$ cat src/rtl/rgbtohsv_stream.sv
// rtl/rgbtohsv_stream.sv - fixed-point RGB to HSV converter with valid/ready handshakes
module rgbtohsv_stream #(
  parameter int W = 8
) (
  input  logic         clk,
  input  logic         rst_n,
  input  logic         in_valid,
  output logic         in_ready,
  input  logic [W-1:0] in_r,
  input  logic [W-1:0] in_g,
  input  logic [W-1:0] in_b,
  output logic         out_valid,
  input  logic         out_ready,
  output logic [W+2:0] out_h,
  output logic [W-1:0] out_s,
  output logic [W-1:0] out_v,
  output logic         out_gray
);
  localparam int CW           = $clog2(W + 2);
  localparam int SIX_SEXTANTS = 6 << W;

  typedef enum logic [1:0] {IDLE, PREP, DIV, OUT} state_t;

  state_t         state_q;
  logic [W-1:0]   r_q, g_q, b_q;
  logic [W-1:0]   max_q, delta_q;
  logic           neg_q;
  logic [2:0]     base_q;
  logic [W:0]     hrem_q, srem_q;
  logic [W-1:0]   hquo_q, squo_q;
  logic [CW-1:0]  cnt_q;
  logic           in_ready_q, out_valid_q, out_gray_q;
  logic [W+2:0]   out_h_q;
  logic [W-1:0]   out_s_q, out_v_q;

  logic [W-1:0]   max_d, min_d, delta_d, num_abs_d;
  logic signed [W:0] num_d;
  logic           neg_d;
  logic [2:0]     base_d;

  logic           h_ge, s_ge;
  logic [W-1:0]   h_sub, s_sub;
  logic [W:0]     hquo_d, squo_d;
  logic [W+3:0]   h_base, h_q, h_sum;
  logic [W+2:0]   h_res;
  logic [W-1:0]   s_res;
  logic           gray_d;

  // Pick the max channel (ties favour R, then G), signed hue numerator and sextant base
  always_comb begin
    max_d  = r_q;
    num_d  = '0;
    base_d = 3'd0;
    if (r_q >= g_q && r_q >= b_q) begin
      max_d  = r_q;
      num_d  = $signed({1'b0, g_q}) - $signed({1'b0, b_q});
      base_d = 3'd0;
    end else if (g_q >= b_q) begin
      max_d  = g_q;
      num_d  = $signed({1'b0, b_q}) - $signed({1'b0, r_q});
      base_d = 3'd2;
    end else begin
      max_d  = b_q;
      num_d  = $signed({1'b0, r_q}) - $signed({1'b0, g_q});
      base_d = 3'd4;
    end
    min_d = r_q;
    if (g_q < min_d) min_d = g_q;
    if (b_q < min_d) min_d = b_q;
    delta_d   = max_d - min_d;
    neg_d     = num_d[W];
    num_abs_d = neg_d ? W'(-num_d) : W'(num_d);
  end

  // One restoring step per divider; a zero divisor just yields all-ones, masked by the gray flag
  always_comb begin
    h_ge   = hrem_q >= {1'b0, delta_q};
    h_sub  = h_ge ? W'(hrem_q - {1'b0, delta_q}) : hrem_q[W-1:0];
    hquo_d = {hquo_q, h_ge};
    s_ge   = srem_q >= {1'b0, max_q};
    s_sub  = s_ge ? W'(srem_q - {1'b0, max_q}) : srem_q[W-1:0];
    squo_d = {squo_q, s_ge};
  end

  // Final hue assembly with wrap into 0..6*2^W-1, and saturation clamp
  always_comb begin
    h_base = {1'b0, base_q, {W{1'b0}}};
    h_q    = {3'b000, hquo_d};
    h_sum  = neg_q ? (h_base - h_q) : (h_base + h_q);
    h_res  = h_sum[W+3] ? (W+3)'(h_sum + (W+4)'(SIX_SEXTANTS)) : h_sum[W+2:0];
    s_res  = squo_d[W] ? {W{1'b1}} : squo_d[W-1:0];
    gray_d = (delta_q == '0);
  end

  // Control FSM with registered handshakes and result registers
  always_ff @(posedge clk or negedge rst_n) begin
    if (!rst_n) begin
      state_q     <= IDLE;
      r_q         <= '0;
      g_q         <= '0;
      b_q         <= '0;
      max_q       <= '0;
      delta_q     <= '0;
      neg_q       <= 1'b0;
      base_q      <= '0;
      hrem_q      <= '0;
      srem_q      <= '0;
      hquo_q      <= '0;
      squo_q      <= '0;
      cnt_q       <= '0;
      in_ready_q  <= 1'b1;
      out_valid_q <= 1'b0;
      out_gray_q  <= 1'b0;
      out_h_q     <= '0;
      out_s_q     <= '0;
      out_v_q     <= '0;
    end else begin
      case (state_q)
        IDLE: begin
          if (in_valid && in_ready_q) begin
            r_q        <= in_r;
            g_q        <= in_g;
            b_q        <= in_b;
            in_ready_q <= 1'b0;
            state_q    <= PREP;
          end
        end
        PREP: begin
          max_q   <= max_d;
          delta_q <= delta_d;
          neg_q   <= neg_d;
          base_q  <= base_d;
          hrem_q  <= {1'b0, num_abs_d};
          srem_q  <= {1'b0, delta_d};
          hquo_q  <= '0;
          squo_q  <= '0;
          cnt_q   <= CW'(W + 1);
          state_q <= DIV;
        end
        DIV: begin
          hrem_q <= {h_sub, 1'b0};
          srem_q <= {s_sub, 1'b0};
          hquo_q <= hquo_d[W-1:0];
          squo_q <= squo_d[W-1:0];
          cnt_q  <= cnt_q - 1'b1;
          if (cnt_q == CW'(1)) begin
            out_h_q     <= gray_d ? '0 : h_res;
            out_s_q     <= gray_d ? '0 : s_res;
            out_v_q     <= max_q;
            out_gray_q  <= gray_d;
            out_valid_q <= 1'b1;
            state_q     <= OUT;
          end
        end
        OUT: begin
          if (out_ready) begin
            out_valid_q <= 1'b0;
            in_ready_q  <= 1'b1;
            state_q     <= IDLE;
          end
        end
        default: state_q <= IDLE;
      endcase
    end
  end

  assign in_ready  = in_ready_q;
  assign out_valid = out_valid_q;
  assign out_h     = out_h_q;
  assign out_s     = out_s_q;
  assign out_v     = out_v_q;
  assign out_gray  = out_gray_q;
endmodule

$ cat config.mk
export PLATFORM = sky130hd
export DESIGN_NAME = rgbtohsv_stream
export DESIGN_NICKNAME = d
export VERILOG_FILES = /design/src/rtl/rgbtohsv_stream.sv
export SDC_FILE = /design/constraint.sdc
export NUM_CORES = 1
export LEC_CHECK = 0
export CAP_MARGIN = 40
export CORE_MARGIN = 2
export CORE_UTILIZATION = 30
export CTS_CLUSTER_DIAMETER = 200
export DETAILED_ROUTE_END_ITERATION = 8
export PLACE_DENSITY = 0.47
export SLEW_MARGIN = 20
export SYNTH_ARGS = -nofsm -noshare
export SYNTH_HDL_FRONTEND = slang
export SYNTH_SLANG_ARGS = --single-unit
$ cat constraint.sdc
create_clock -name clk -period 12.8 [get_ports clk]
set_input_delay 2.56 -clock clk [delete_from_list [all_inputs] [get_ports clk]]
set_output_delay 2.56 -clock clk [all_outputs]
set_load 0.01 [all_outputs]
==> load_flow_metrics.sql <==
INSERT INTO impl_metrics (metric_group, metric, value, unit) VALUES
('power_and_ir_drop', 'static-leakage-power', '4.00', 'nW'),
('global_routing', 'maximum_number_of_pins_on_one_net_before_global_route_repair', '50', ''),
('global_routing', 'grt_first_pass_wirelength', '34500', 'µm'),
('sta', 'setup_viol', '0', ''),
('sta', 'post-route-min-period', '5660', 'ps'),
('place', 'dp_hpwl', '15700', 'µm'),
('worst_setup_path', 'endpoint_kind', 'flip-flop', ''),
('run', 'max-cap-violations', '0', ''),
('finish', 'area_growth_syn_to_layout', '19.8', '%'),
('logic_synthesis', 'synth_area_leaders', 'dfrtp_1 (36%), ha_1 (10%), o21ai_0 (5.9%)', ''),
('clock_tree', 'cts_root_buf', 'clkbuf_16', ''),
('clock_tree', 'worst_skew_pair.late_latency', '420', 'ps'),
('logic_synthesis', 'synth-seq-area-share', '36.4', '%'),
('clock_tree', 'tritoncts', 'yes', ''),
('clock_tree', 'cts.htree.levels', '4', ''),
('die', 'chipWidth', '165', 'µm'),
('clock_tree', 'ctsResizeCount', '0', ''),
('logic_synthesis', 'postSynthNetCount', '983', ''),
('finish', 'layout_commonest_cell', 'dfrtp_1', ''),
('worst_setup_path', 'crit_path_start_kind', 'flip-flop', ''),
('die', 'fp.coreArea', '0.0253', 'mm²'),
('route', 'route.vias.total', '6391', ''),
('die', 'io-pin-count', '58', ''),
('logic_synthesis', 'post_synth_instance_area', '0.00776', 'mm²'),
('sta', 'slew-limit-headroom', '46.1', '%'),
('die', 'floorplan.initialDensity', '30.7', '%'),
('sta', 'skew', '10.9', 'ps'),
('route', 'wire_per_inst', '16.4', 'µm'),
('logic_synthesis', 'number_of_flops_mapped_to_enable_cells_by_yosys', '0', ''),
('sta', 'ratio_of_final_minimum_period_to_clock_period', '44.2', '%'),
('sta', 'rsz_0062_raised_after_global_routing', 'no', ''),
('finish', 'layout.cells.most_common_list', 'dfrtp_1 (112), nand2_1 (109), o21ai_0 (92)', ''),
('global_routing', 'grt_overflow_total', '0', ''),
('die', 'die-area', '0.0272', 'mm²'),
('finish', 'fin_util', '36.7', '%'),
('worst_setup_path', 'worst-path-max-fanout', '15', ''),
('finish', 'multi_input_comb_area', '0.00449', 'mm²'),
('power_and_ir_drop', 'worst_ir_drop_vdd', '0.0000579', 'V'),
('sta', 'final_max_slew_viol_count', '0', ''),
('run_status', 'status', 'complete, no violations', ''),
('global_routing', 'grt_pass1_vias', '6338', ''),
('worst_setup_path', 'timing.setup.critical_path_class', 'reg -> reg', ''),
('die', 'rows', '58', ''),
('finish', 'drive_gt1_share', '9.24', '%'),
('sta', 'finalHoldViolCount', '0', ''),
('route', 'detail_route.first_pass.iterations', '4', ''),
('sta', 'clock.fmax', '177', 'MHz'),
('worst_setup_path', 'number_of_cells_on_the_worst_reg_to_reg_path', '25', ''),
('logic_synthesis', 'synth_cells', '887', ''),
('worst_setup_path', 'worst-endpoint-arrival', '5930', 'ps'),
('route', 'route.final.wire_length', '21100', 'µm'),
('finish', 'antenna_cells_inserted', '0', ''),
('worst_setup_path', 'required', '13070', 'ps'),
('hold_path', 'holdCritPathClass', 'reg -> reg', ''),
('clock_tree', 'cts_inserted_buffers', '17', ''),
('logic_synthesis', 'synthFlopType', 'dfrtp_1', ''),
('logic_synthesis', 'synth_top_area_cell', 'dfrtp_1', ''),
('power_and_ir_drop', 'p_per_area', '92.7', 'mW/mm²'),
('route', 'drc', '0', ''),
('place', 'place_congestion', '0.851', ''),
('place', 'place.port_buffers', '57', ''),
('logic_synthesis', 'synthArstFlopShare', '100', '%'),
('clock_tree', 'cts.clk_slew.worst_paths', '60', 'ps'),
('logic_synthesis', 'synthDistinctLibCells', '68', ''),
('finish', 'nFillCells', '2605', ''),
('route', 'number_of_violations_reported_at_the_end_of_detailed_routing_iteration_0', '438', ''),
('finish', 'nNetsFinal', '1035', ''),
('logic_synthesis', 'number_of_synthesized_register_bits', '113', ''),
('hold_path', 'depth_of_the_worst_hold_timing_path', '2', ''),
('route', 'drt.antenna.violating_nets', '0', ''),
('logic_synthesis', 'avgSynthCellArea', '8.75', 'µm²');
[stage by stage]
step           instance area, µm²  hold WS, ps  cells  power (mW)  worst slack (ps)
2_1_floorplan                7760          458    887       0.364              7630
3_3_place_gp                 8660          460   1247       0.381              7100
3_5_place_dp                 8690          471   1249       0.381              7020
4_1_cts                      9290          484   1281       0.877              6980
5_1_grt                      9300          495   1282       0.896              6530
6_report                     9300          477   1282       0.862              7140
[registers in the layout (all words and copies together), names as in the netlist]
register and count:
b_q 8, base_q 2, cnt_q 4, delta_q 8, g_q 8, hquo_q 8
hrem_q 9, in_ready 1, max_q 8, neg_q 1, out_gray 1, out_h 11
out_s 8, out_v 8, out_valid 1, r_q 8, squo_q 8, srem_q 9
state_q 2
[kinds of logic (layout without fill, tap and decap cells)]
family / Yosys count / in the layout / synth area share (%)
compound gates: 253 / 253 / 20.8
xor+xnor: 39 / 39 / 4.58
fa+ha+maj: 68 / 68 / 11.5
buf+inv: 118 / 183 / 5.77
flops: 113 / 113 / 36.4
mux: 51 / 51 / 7.07
simple gates: 245 / 245 / 13.8
[cell usage after synthesis, types with 16 or more instances]
library cell and count:
a21o_1 18, a21oi_1 45, clkbuf_1 25, dfrtp_1 112
ha_1 62, inv_1 83, mux2_2 31, mux2i_1 20
nand2_1 109, nand3_1 23, nor2_1 64, o21ai_0 92
o21ai_1 16, xnor2_1 33
[routing by layer]
layer  GRT usage, %  wire length (µm)  up-vias
met2           25.6              9330      114
met1           22.8             10500     3045
met3           3.24               674       25
met5              0                 0        -
met4           5.69               522        0
li1               -                 -     3207
[power by group]
group	total (mW)	internal [mW]	switching (mW)	leakage [nW]
Combinational	0.0167	0.00795	0.00874	2.14
Clock	0.488	0.300	0.188	0.291
Sequential	0.357	0.357	0	1.57
Total	0.862	0.666	0.197	4.00
[layout make-up]
class                           count  area share, %
Inverter                           84           3.39
Multi-Input combinational cell    656           48.3
Clock inverter                     13           1.61
Clock buffer                       19           4.87
Timing Repair Buffer               67           7.01
Sequential cell                   113           30.4
Tap cell                          330           4.44
[final timing paths]
path / from / slack, ps / end
worst max-delay path: r_q[6] / 7140 / srem_q[7]
worst min-delay path: out_h[4] / 480 / out_h[4]
worst max register to register: r_q[6] / 7140 / srem_q[7]
worst min register to register: out_h[4] / 480 / out_h[4]
max in group asynchronous: rst_n / 9470 / out_v[0]
min in group asynchronous: rst_n / 2170 / out_valid
[worst max-delay path: stages (launching register included)]
cell,delay (ps)
dfrtp_1,430
ha_1,390
a21o_1,210
a21oi_2,210
nand3_1,150
nand2_1,380
nor2_1,70
a21oi_1,340
ha_1,310
and3_1,160
a221o_1,350
a21oi_1,130
o21ai_1,70
clkbuf_4,200
o21ai_0,310
ha_1,290
nor2b_1,120
o21ai_0,200
a21boi_0,150
o21ai_0,160
nand2b_1,100
a21o_1,190
a21oi_1,150
xnor3_1,250
nand2_1,80
a31oi_1,90
Note: power is estimated with default switching activity, not from simulation.
